### config.mk
export PLATFORM = sky130hd
export DESIGN_NAME = wave_osc
export DESIGN_NICKNAME = d
export VERILOG_FILES = /design/src/rtl/osc_pkg.sv /design/src/rtl/osc_lfsr.sv /design/src/rtl/wave_osc.sv
export SDC_FILE = /design/constraint.sdc
export NUM_CORES = 1
export LEC_CHECK = 0
export ABC_CLOCK_PERIOD_IN_PS = 7800
export BUFFER_PORTS_ARGS = -buffer_cell sky130_fd_sc_hd__buf_2
export CAP_MARGIN = 20
export CORE_MARGIN = 3
export CORE_UTILIZATION = 60
export DETAILED_ROUTE_END_ITERATION = 8
export MAX_ROUTING_LAYER = met4
export PLACE_DENSITY = 0.82
export SETUP_SLACK_MARGIN = 0.4
export SYNTH_ARGS = -nofsm -noshare
export SYNTH_HDL_FRONTEND = slang
export SYNTH_SLANG_ARGS = --single-unit
export TNS_END_PERCENT = 20
### constraint.sdc
create_clock -name clk -period 7.8 [get_ports clk]
set_input_delay 0.78 -clock clk [delete_from_list [all_inputs] [get_ports clk]]
set_output_delay 0.78 -clock clk [all_outputs]
set_load 0.02 [all_outputs]
### src/rtl/osc_pkg.sv
// Shared encodings and LFSR constants for the wave oscillator.
// Latency: n/a (constants only).
// Backpressure: n/a (constants only).
package osc_pkg;

  localparam logic [1:0] MODE_PULSE = 2'b00;
  localparam logic [1:0] MODE_SAW   = 2'b01;
  localparam logic [1:0] MODE_TRI   = 2'b10;
  localparam logic [1:0] MODE_NOISE = 2'b11;

  localparam logic [15:0] LFSR_SEED = 16'hACE1;
  // Right-shifting Fibonacci register: bits 0,2,3,5 correspond to taps 16,14,13,11.
  localparam logic [15:0] LFSR_TAPS = 16'h002D;

endpackage

### src/rtl/osc_lfsr.sv
// 16-bit Fibonacci LFSR noise source, advances once per step.
// Latency: state_next is combinational; state updates 1 clock after step.
// Backpressure: none; step is a pure enable.
module osc_lfsr
  import osc_pkg::*;
(
  input  logic        clk,
  input  logic        rst_n,
  input  logic        step,
  output logic [15:0] state,
  output logic [15:0] state_next
);

  // Feedback is the parity of the tapped bits shifted in at the top.
  assign state_next = {^(state & LFSR_TAPS), state[15:1]};

  // Register advances only on a phase step; reset reseeds.
  always_ff @(posedge clk or negedge rst_n) begin
    if (!rst_n) begin
      state <= LFSR_SEED;
    end else if (step) begin
      state <= state_next;
    end
  end

endmodule

### src/rtl/wave_osc.sv
// Counter-based audio oscillator: pulse / saw / triangle (noise with WAVE_OSC_NOISE_EN).
// Latency: data is registered, 1 clock after the phase/shadow state it reflects.
// Backpressure: none; en=0 freezes prescaler, phase and data, sync restarts the phase.
module wave_osc
  import osc_pkg::*;
#(
  parameter int CNT_W  = 12,
  parameter int DATA_W = 8
) (
  input  logic              clk,
  input  logic              rst_n,
  input  logic              en,
  input  logic              sync,
  input  logic [CNT_W-1:0]  count_max,
  input  logic [DATA_W-1:0] duty,
  input  logic [1:0]        mode,
  output logic [DATA_W-1:0] data,
  output logic              period_tick
);

  logic [CNT_W-1:0]  presc, presc_next;
  logic [DATA_W-1:0] phase, phase_next;
  logic [1:0]        mode_s, mode_next;
  logic [DATA_W-1:0] duty_s, duty_next;
  logic [DATA_W-1:0] tri_u;
  logic [DATA_W-1:0] sample_next;
  logic              started;
  logic              step;
  logic              wrap;
  logic              shadow_load;

`ifdef WAVE_OSC_NOISE_EN
  logic [15:0] lfsr_q, lfsr_adv, noise_next;

  osc_lfsr u_lfsr (
    .clk        (clk),
    .rst_n      (rst_n),
    .step       (step),
    .state      (lfsr_q),
    .state_next (lfsr_adv)
  );

  assign noise_next = step ? lfsr_adv : lfsr_q;
`endif

  // Next-state for prescaler, phase and the glitch-free mode/duty shadows.
  always_comb begin
    step       = 1'b0;
    presc_next = presc;
    phase_next = phase;
    if (sync) begin
      presc_next = '0;
      phase_next = '0;
    end else if (en) begin
      // >= so a lowered count_max wraps promptly instead of running to overflow.
      if (presc >= count_max) begin
        presc_next = '0;
        step       = 1'b1;
        phase_next = phase + 1'b1;
      end else begin
        presc_next = presc + 1'b1;
      end
    end
    wrap        = step && (phase == '1);
    shadow_load = wrap || sync || !en || !started;
    mode_next   = shadow_load ? mode : mode_s;
    duty_next   = shadow_load ? duty : duty_s;
  end

  // Waveform function evaluated on the values being written this cycle.
  always_comb begin
    sample_next = '0;
    tri_u       = {phase_next[DATA_W-2:0], 1'b0};
    case (mode_next)
      MODE_PULSE: sample_next = (phase_next < duty_next) ? '1 : '0;
      MODE_SAW:   sample_next = phase_next;
      MODE_TRI:   sample_next = phase_next[DATA_W-1] ? ~tri_u : tri_u;
      default: begin
`ifdef WAVE_OSC_NOISE_EN
        sample_next = noise_next[DATA_W-1:0];
`else
        sample_next = '0;
`endif
      end
    endcase
  end

  // State and output registers; data holds while disabled unless sync forces a restart.
  always_ff @(posedge clk or negedge rst_n) begin
    if (!rst_n) begin
      presc       <= '0;
      phase       <= '0;
      mode_s      <= MODE_PULSE;
      duty_s      <= '0;
      started     <= 1'b0;
      data        <= '0;
      period_tick <= 1'b0;
    end else begin
      presc       <= presc_next;
      phase       <= phase_next;
      mode_s      <= mode_next;
      duty_s      <= duty_next;
      started     <= started | en;
      if (sync || en) begin
        data <= sample_next;
      end
      period_tick <= wrap;
    end
  end

endmodule

==> impl_metrics.env, run 1 <==
export IMPL_crit_path_max_incr_delay_ns=0.82
export IMPL_ys_ff_latch=40
export IMPL_syn_avg_cell_area_um2=9.21
export IMPL_fin_nets=374
export IMPL_tns_ns=0
export IMPL_synth_top_cell_area_share=0.371
export IMPL_synth_top_area_cell="dfrtp_1"
export IMPL_ys_dominant_reg_cell="dfrtp_1"
export IMPL_setup_ws_ns=3.14
export IMPL_tightest_slew_ns=0.949
export IMPL_crit_path_start_kind="input port"
export IMPL_endpoint="data[5]$_DFFE_PN0P_"
export IMPL_wire_per_inst_um=16.0
export IMPL_synth_area_leaders="dfrtp_1, ha_1, mux2i_1"
export IMPL_drive_above_1_share=0.180
export IMPL_path_depth=17
export IMPL_drt_wl_total_um=6060
export IMPL_reg2reg_to="data[5]$_DFFE_PN0P_"
export IMPL_finalClockSkew_ns=0.00720
export IMPL_cts_tree="yes"
export IMPL_max_freq_mhz=215
export IMPL_grt_pass1_wl_um=10300
export IMPL_rrSetupSlack_ns=3.30
export IMPL_worst_path_max_fanout=16
export IMPL_crit_slowest_cell="o31a_1"
export IMPL_synthArstFlopShare=1.00
export IMPL_ys_types=51
export IMPL_cts_sinks=40
export IMPL_path_class="in2reg"
export IMPL_die_height_um=73.1
export IMPL_syn_to_final_growth_pct=12.1
export IMPL_finalCriticalPeriod_ns=4.66
export IMPL_crit_buf_inv=2
export IMPL_final_cell_mix="dfrtp_1, buf_2, inv_1, nor2_1, nand2_1"
export IMPL_cts_root_buf="clkbuf_8"
export IMPL_critPathTopFamily="compound AO/OA/AOI/OAI gates"
export IMPL_place_hpwl_um=4560
export IMPL_yosysSeqAreaShare=0.371
export IMPL_htree_levels=2
export IMPL_antenna_found_initial=0
export IMPL_arrival_ns=4.87
export IMPL_layout_commonest_cell="dfrtp_1"
export IMPL_dpl_cell_area_um2=2900
export IMPL_via_per_inst=6.08
export IMPL_path_clk_slew_ns=0.08
export IMPL_hold_violations=0
export IMPL_globalRouteTotalUtil=0.255
export IMPL_die_area_um2=5340
export IMPL_vias=2299
export IMPL_critPathLaunch="count_max[2]"
export IMPL_p_leak_nw=1.48
export IMPL_postCtsSetupBuffers=0
export IMPL_place_gp_congestion=0.899
export IMPL_remaining_drc_errors=0
export IMPL_hold_class="reg2reg"
export IMPL_final_area_um2=3030
export IMPL_grt_max_degree=41
export IMPL_ant_nets=0
export IMPL_end_kind="flip-flop"
export IMPL_synth_edff_count=0
export IMPL_ios=35
export IMPL_start_util=0.647
export IMPL_place_ws_ns=2.92
export IMPL_syn_inst=293
export IMPL_drv_cap=0
export IMPL_maxSlewViolCount=0
export IMPL_synth_net_count=340
export IMPL_postCtsHoldBufs=0
export IMPL_ctsResizeCount=0
export IMPL_clock_latency_ns=0.30
export IMPL_finalSetupViolations=0
export IMPL_fp_row_count=23
export IMPL_clockBufferDepth=2
export IMPL_crit_chain="buf_2 -> inv_1 -> ha_1 -> a211oi_1 -> o21ai_1 -> a211oi_4 -> o31a_1 -> mux2i_1 -> ha_1 -> a21o_1 -> a21o_1 -> a21oi_1 -> nand2_1 -> mux2i_1 -> o211ai_1 -> or2_2 -> o211ai_1"
export IMPL_numPortBuffers=34
export IMPL_core_um2=4170
export IMPL_yosysWarnings=0
export IMPL_cp_data_required_time_ns=8.01
export IMPL_fin_crit_sh=0.598
export IMPL_rr_startpoint="presc[2]$_DFFE_PN0P_"
export IMPL_grt_pass1_vias=2262
export IMPL_diodes=0
export IMPL_die_x_um=73.1
export IMPL_rsz0062_at_grt="false"
export IMPL_drt_first_pass_iters=5
export IMPL_p_per_area_nw_per_um2=163
export IMPL_vdd_drop_max_v=0.000128
export IMPL_synth_area_um2=2700
export IMPL_outcome="complete, no violations"
export IMPL_cts_buffers_inserted=5
export IMPL_drt_iter0_markers=219
export IMPL_whs_ns=0.492
export IMPL_rr_worst_depth=15
export IMPL_relSlewSlack=0.367
export IMPL_grt_ovfl_total=0
==> cells in the mapped netlist (5+ instances only) <==
master    n
o21ai_0  15
and3_1    6
ha_1     21
inv_1    26
nand4_1  12
a21oi_1  11
nand3_1   9
nor2b_1   8
nor2_1   26
xnor2_1   6
nand2_1  26
mux2i_1  12
mux2_2    5
dfrtp_1  40
xor2_1    8
==> metal layers <==
metal / GRT usage / share of wire / up-vias / wire length [µm]
met1: 0.347 / 0.45 / 1090 / 2750
met5: - / 0 / - / 0
met3: 0.0441 / 0.058 / 18 / 352
met4: 0.0861 / 0.022 / 0 / 132
li1: - / - / 1105 / -
met2: 0.384 / 0.47 / 86 / 2830
==> registers in the layout, indices dropped and copies added, names as in the netlist <==
| name | flops |
|---|---|
| presc | 12 |
| data | 8 |
| duty_s | 8 |
| phase | 8 |
| mode_s | 2 |
| period_tick | 1 |
| started | 1 |
==> worst min path at each step <==
stage	from	to	slack (ns)	cells after the start
2_1_floorplan	started$_DFF_PN0_	started$_DFF_PN0_	0.44	1
3_3_place_gp	started$_DFF_PN0_	started$_DFF_PN0_	0.46	1
3_5_place_dp	started$_DFF_PN0_	started$_DFF_PN0_	0.46	1
4_1_cts	started$_DFF_PN0_	started$_DFF_PN0_	0.49	1
5_1_grt	started$_DFF_PN0_	started$_DFF_PN0_	0.51	1
6_report	started$_DFF_PN0_	started$_DFF_PN0_	0.49	1
==> kinds of logic after synthesis <==
group,after synthesis,synth area share
flip-flops,40,0.371
adder cells (fa/ha/maj),21,0.0974
buffers and inverters,34,0.0510
AO/OA/AOI/OAI,56,0.144
multiplexers,20,0.0872
AND/OR/NAND/NOR,108,0.204
XOR/XNOR,14,0.0454
==> power breakdown <==
group          switching [mW]  internal [mW]  total, mW
registers             0.00941          0.219      0.228
logic                  0.0470         0.0301     0.0772
clock network          0.0736          0.113      0.187
==> cell type report <==
cell class,instances,area (µm²)
multi-input cells,219,1560
flip-flops and latches,40,1000
clock buffers,7,96.3
repair buffers,35,178
inverters,26,97.6
well taps,50,62.6
fillers,311,1150
clock inverters,1,30.0
==> per-stage QoR <==
| stage | utilization | power, mW | std cells |
|---|---|---|---|
| finish | 0.725 | 0.492 | 378 |
| global route | 0.725 | 0.514 | 378 |
| CTS | 0.725 | 0.495 | 378 |
| detailed placement | 0.695 | 0.309 | 370 |
| global placement | 0.695 | 0.305 | 370 |
| floorplan | - | 0.280 | 293 |
(Power assumes the default switching activity.)
==> run 2, diff against run 1 <==
--- a/config.mk
+++ b/config.mk
@@ -5,14 +5,15 @@
 export SDC_FILE = /design/constraint.sdc
 export NUM_CORES = 1
 export LEC_CHECK = 0
-export ABC_CLOCK_PERIOD_IN_PS = 7800
+export ABC_AREA = 1
+export ABC_CLOCK_PERIOD_IN_PS = 4100
 export BUFFER_PORTS_ARGS = -buffer_cell sky130_fd_sc_hd__buf_2
 export CAP_MARGIN = 20
 export CORE_MARGIN = 3
-export CORE_UTILIZATION = 60
+export CORE_UTILIZATION = 53
 export DETAILED_ROUTE_END_ITERATION = 8
 export MAX_ROUTING_LAYER = met4
-export PLACE_DENSITY = 0.82
+export PLACE_DENSITY = 0.77
 export SETUP_SLACK_MARGIN = 0.4
 export SYNTH_ARGS = -nofsm -noshare
 export SYNTH_HDL_FRONTEND = slang
==> constraint.sdc (replaced) <==
create_clock -name clk -period 4.1 [get_ports clk]
set_input_delay 0.41 -clock clk [delete_from_list [all_inputs] [get_ports clk]]
set_output_delay 0.41 -clock clk [all_outputs]
set_load 0.02 [all_outputs]
==> run 2 against run 1 <==
- cell count increased by 26%
- clock power increased by 73%
- critical path depth increased by 2
- sequential power increased by 89%
- highest routed layer unchanged
- wire length decreased by 13%
- total power increased by 87%
- die area increased by 16%
- clock skew decreased by 0.0022 ns
- sequential share of layout area decreased by 1.0 points
- first-iteration DRC count decreased by 40%
- combinational power increased by 120%
==> impl_metrics.env, run 2 <==
export IMPL_drive_above_1_share=0.178
export IMPL_worst_path_max_fanout=13
export IMPL_postCtsSetupBuffers=0
export IMPL_drt_first_pass_iters=4
export IMPL_synth_most_common_cell="nand2_1"
export IMPL_finalCriticalPeriod_ns=3.26
export IMPL_grt_ovfl_total=0
export IMPL_ys_dominant_reg_cell="dfrtp_1"
export IMPL_syn_inst=373
export IMPL_ant_nets=0
export IMPL_cts_buffers_inserted=5
export IMPL_ios=35
export IMPL_power_mw=0.919
export IMPL_cts_root_buf="clkbuf_8"
export IMPL_largest_reg_flops=12
export IMPL_ys_ff_latch=40
export IMPL_die_area_um2=6170
export IMPL_remaining_drc_errors=0
export IMPL_crit_path_max_incr_delay_ns=0.45
export IMPL_wire_per_inst_um=11.1
export IMPL_fin_crit_sh=0.794
export IMPL_grt_pass1_vias=2324
export IMPL_drv_cap=0
export IMPL_synth_net_count=420
export IMPL_rsz0062_at_grt="false"
export IMPL_die_height_um=78.5
export IMPL_crit_chain="ha_1 -> nand2_1 -> inv_1 -> nand2_1 -> nand2_1 -> a21oi_2 -> nand2_2 -> o21ai_1 -> a21oi_2 -> nand2_2 -> clkinv_4 -> ha_1 -> a21oi_1 -> o21ai_0 -> nor3_4 -> nand2_4 -> nand2_1 -> nand2_1 -> nand2_1"
export IMPL_pwr_share_seq=0.468
export IMPL_crit_slowest_cell="dfrtp_1"
export IMPL_yosys_top_cells_count="nand2_1, inv_1, dfrtp_1"
export IMPL_end_kind="flip-flop"
export IMPL_core_um2=4910
export IMPL_syn_to_final_growth_pct=11.9
export IMPL_grt_pass1_wl_um=9680
export IMPL_tightest_slew_ns=0.902
export IMPL_clock_latency_ns=0.30
export IMPL_crit_buf_inv=2
export IMPL_drt_wl_total_um=5300
export IMPL_finalClockSkew_ns=0.00500
export IMPL_synth_edff_count=0
export IMPL_critPathTopFamily="simple AND/OR/NAND/NOR gates"
export IMPL_relSlewSlack=0.398
export IMPL_maxSlewViolCount=0
export IMPL_clkPwrFrac=0.351
export IMPL_synthArstFlopShare=1.00
export IMPL_layout_commonest_cell="nand2_1"
export IMPL_globalRouteTotalUtil=0.200
export IMPL_fp_row_count=25
export IMPL_place_hpwl_um=4170
export IMPL_hold_class="in2async"
export IMPL_vias=2341
export IMPL_p_per_area_nw_per_um2=295
export IMPL_netSwitchingPower_mw=0.264
export IMPL_drt_iter0_markers=131
export IMPL_htree_levels=2
export IMPL_ys_types=42
export IMPL_cts_tree="yes"
export IMPL_fillers=445
export IMPL_fin_nets=455
export IMPL_cp_data_required_time_ns=4.34
export IMPL_regMostFlops="presc"
export IMPL_synth_area_um2=2790
export IMPL_ctsResizeCount=0
export IMPL_die_x_um=78.5
export IMPL_outcome="complete, no violations"
export IMPL_numPortBuffers=34
export IMPL_finalSetupViolations=0
export IMPL_path_class="reg2reg"
export IMPL_yosysSeqAreaShare=0.359
export IMPL_switching_share=0.287
export IMPL_combPwrFrac=0.180
export IMPL_hold_violations=0
export IMPL_grt_max_degree=41
export IMPL_crit_path_start_kind="flip-flop"
export IMPL_tns_ns=0
export IMPL_via_per_inst=4.92
export IMPL_arrival_ns=3.49
export IMPL_final_cell_mix="nand2_1, inv_1, dfrtp_1"
export IMPL_synth_top_cell_area_share=0.359
export IMPL_antenna_found_initial=0
export IMPL_postCtsHoldBufs=0
export IMPL_synth_top_area_cell="dfrtp_1"
export IMPL_yosysWarnings=0
export IMPL_internal_power_mw=0.655
export IMPL_vdd_drop_max_v=0.000225
export IMPL_path_clk_slew_ns=0.08
export IMPL_place_gp_congestion=0.849
export IMPL_clockBufferDepth=2
export IMPL_crit_top_cell="nand2_1"
export IMPL_cts_sinks=40
export IMPL_synth_area_leaders="dfrtp_1, nand2_1, ha_1"
export IMPL_p_leak_nw=1.80
export IMPL_max_freq_mhz=307
export IMPL_start_util=0.568
export IMPL_syn_avg_cell_area_um2=7.48
export IMPL_diodes=0
[run 2: cell count changes in the layout (fill, tap and decap cells not counted), sizes merged, moves of 5 or more]
cell,previous run,this run
nand3,10,21
nand2,26,113
nor3,2,8
nor2b,8,0
nand4,12,2
and3,6,1
mux2,5,0
mux2i,15,0
a21oi,11,17
inv,26,72
[run 2: per-stage QoR]
stage | worst slack (ns) | utilization | cell area [µm²] | instances | hold WS (ns)
after floorplan | 1.15 | - | 2790 | 373 | 0.114
after global placement | 0.819 | 0.613 | 3010 | 468 | 0.445
after detailed placement | 0.763 | 0.613 | 3010 | 468 | 0.449
after CTS | 0.833 | 0.635 | 3120 | 476 | 0.267
after global routing | 0.535 | 0.635 | 3120 | 476 | 0.291
final | 0.844 | 0.635 | 3120 | 476 | 0.239
[run 2: path summary, 6_finish.rpt]
path / start / cells past startpoint / end / slack [ns]
setup / recovery: presc[7]$_DFFE_PN0P_ / 19 / data[2]$_DFFE_PN0P_ / 0.84
hold / removal: rst_n / 1 / duty_s[3]$_DFF_PN0_ / 0.24
setup reg to reg: presc[7]$_DFFE_PN0P_ / 19 / data[2]$_DFFE_PN0P_ / 0.84
hold reg to reg: started$_DFF_PN0_ / 2 / started$_DFF_PN0_ / 0.46
max in group asynchronous: rst_n / 1 / presc[1]$_DFFE_PN0P_ / 3.30
min in group clk: duty[5] / 3 / duty_s[5]$_DFF_PN0_ / 0.37
[run 2: cell families after synthesis]
group | synth area share
flip-flops | 0.359
buffers and inverters | 0.118
AO/OA/AOI/OAI | 0.0965
AND/OR/NAND/NOR | 0.301
XOR/XNOR | 0.0314
adder cells (fa/ha/maj) | 0.0942
[run 2: power groups by stage]
stage | Clock (mW) | Combinational, mW | Sequential [mW]
2_1_floorplan | 0 | 0.104 | 0.450
3_3_place_gp | 0 | 0.163 | 0.438
3_5_place_dp | 0 | 0.168 | 0.439
4_1_cts | 0.337 | 0.169 | 0.431
5_1_grt | 0.350 | 0.192 | 0.434
6_report | 0.323 | 0.166 | 0.431
[run 2: per-layer routing]
layer	GRT usage	up-vias	part of all wire
li1	-	1227	-
met1	0.225	1069	0.44
met2	0.351	36	0.51
met3	0.0390	9	0.031
met4	0.0787	0	0.015
met5	-	-	0
[run 2: area by class of cell]
type / count / area [µm²] / share of cell area
multi-input combinational: 253 / 1460 / 0.468
inverter: 73 / 287 / 0.0918
clock buffer: 5 / 68.8 / 0.0221
timing repair buffer: 35 / 178 / 0.0569
tap: 67 / 83.8 / 0.0269
clock inverter: 3 / 42.5 / 0.0136
sequential: 40 / 1000 / 0.321
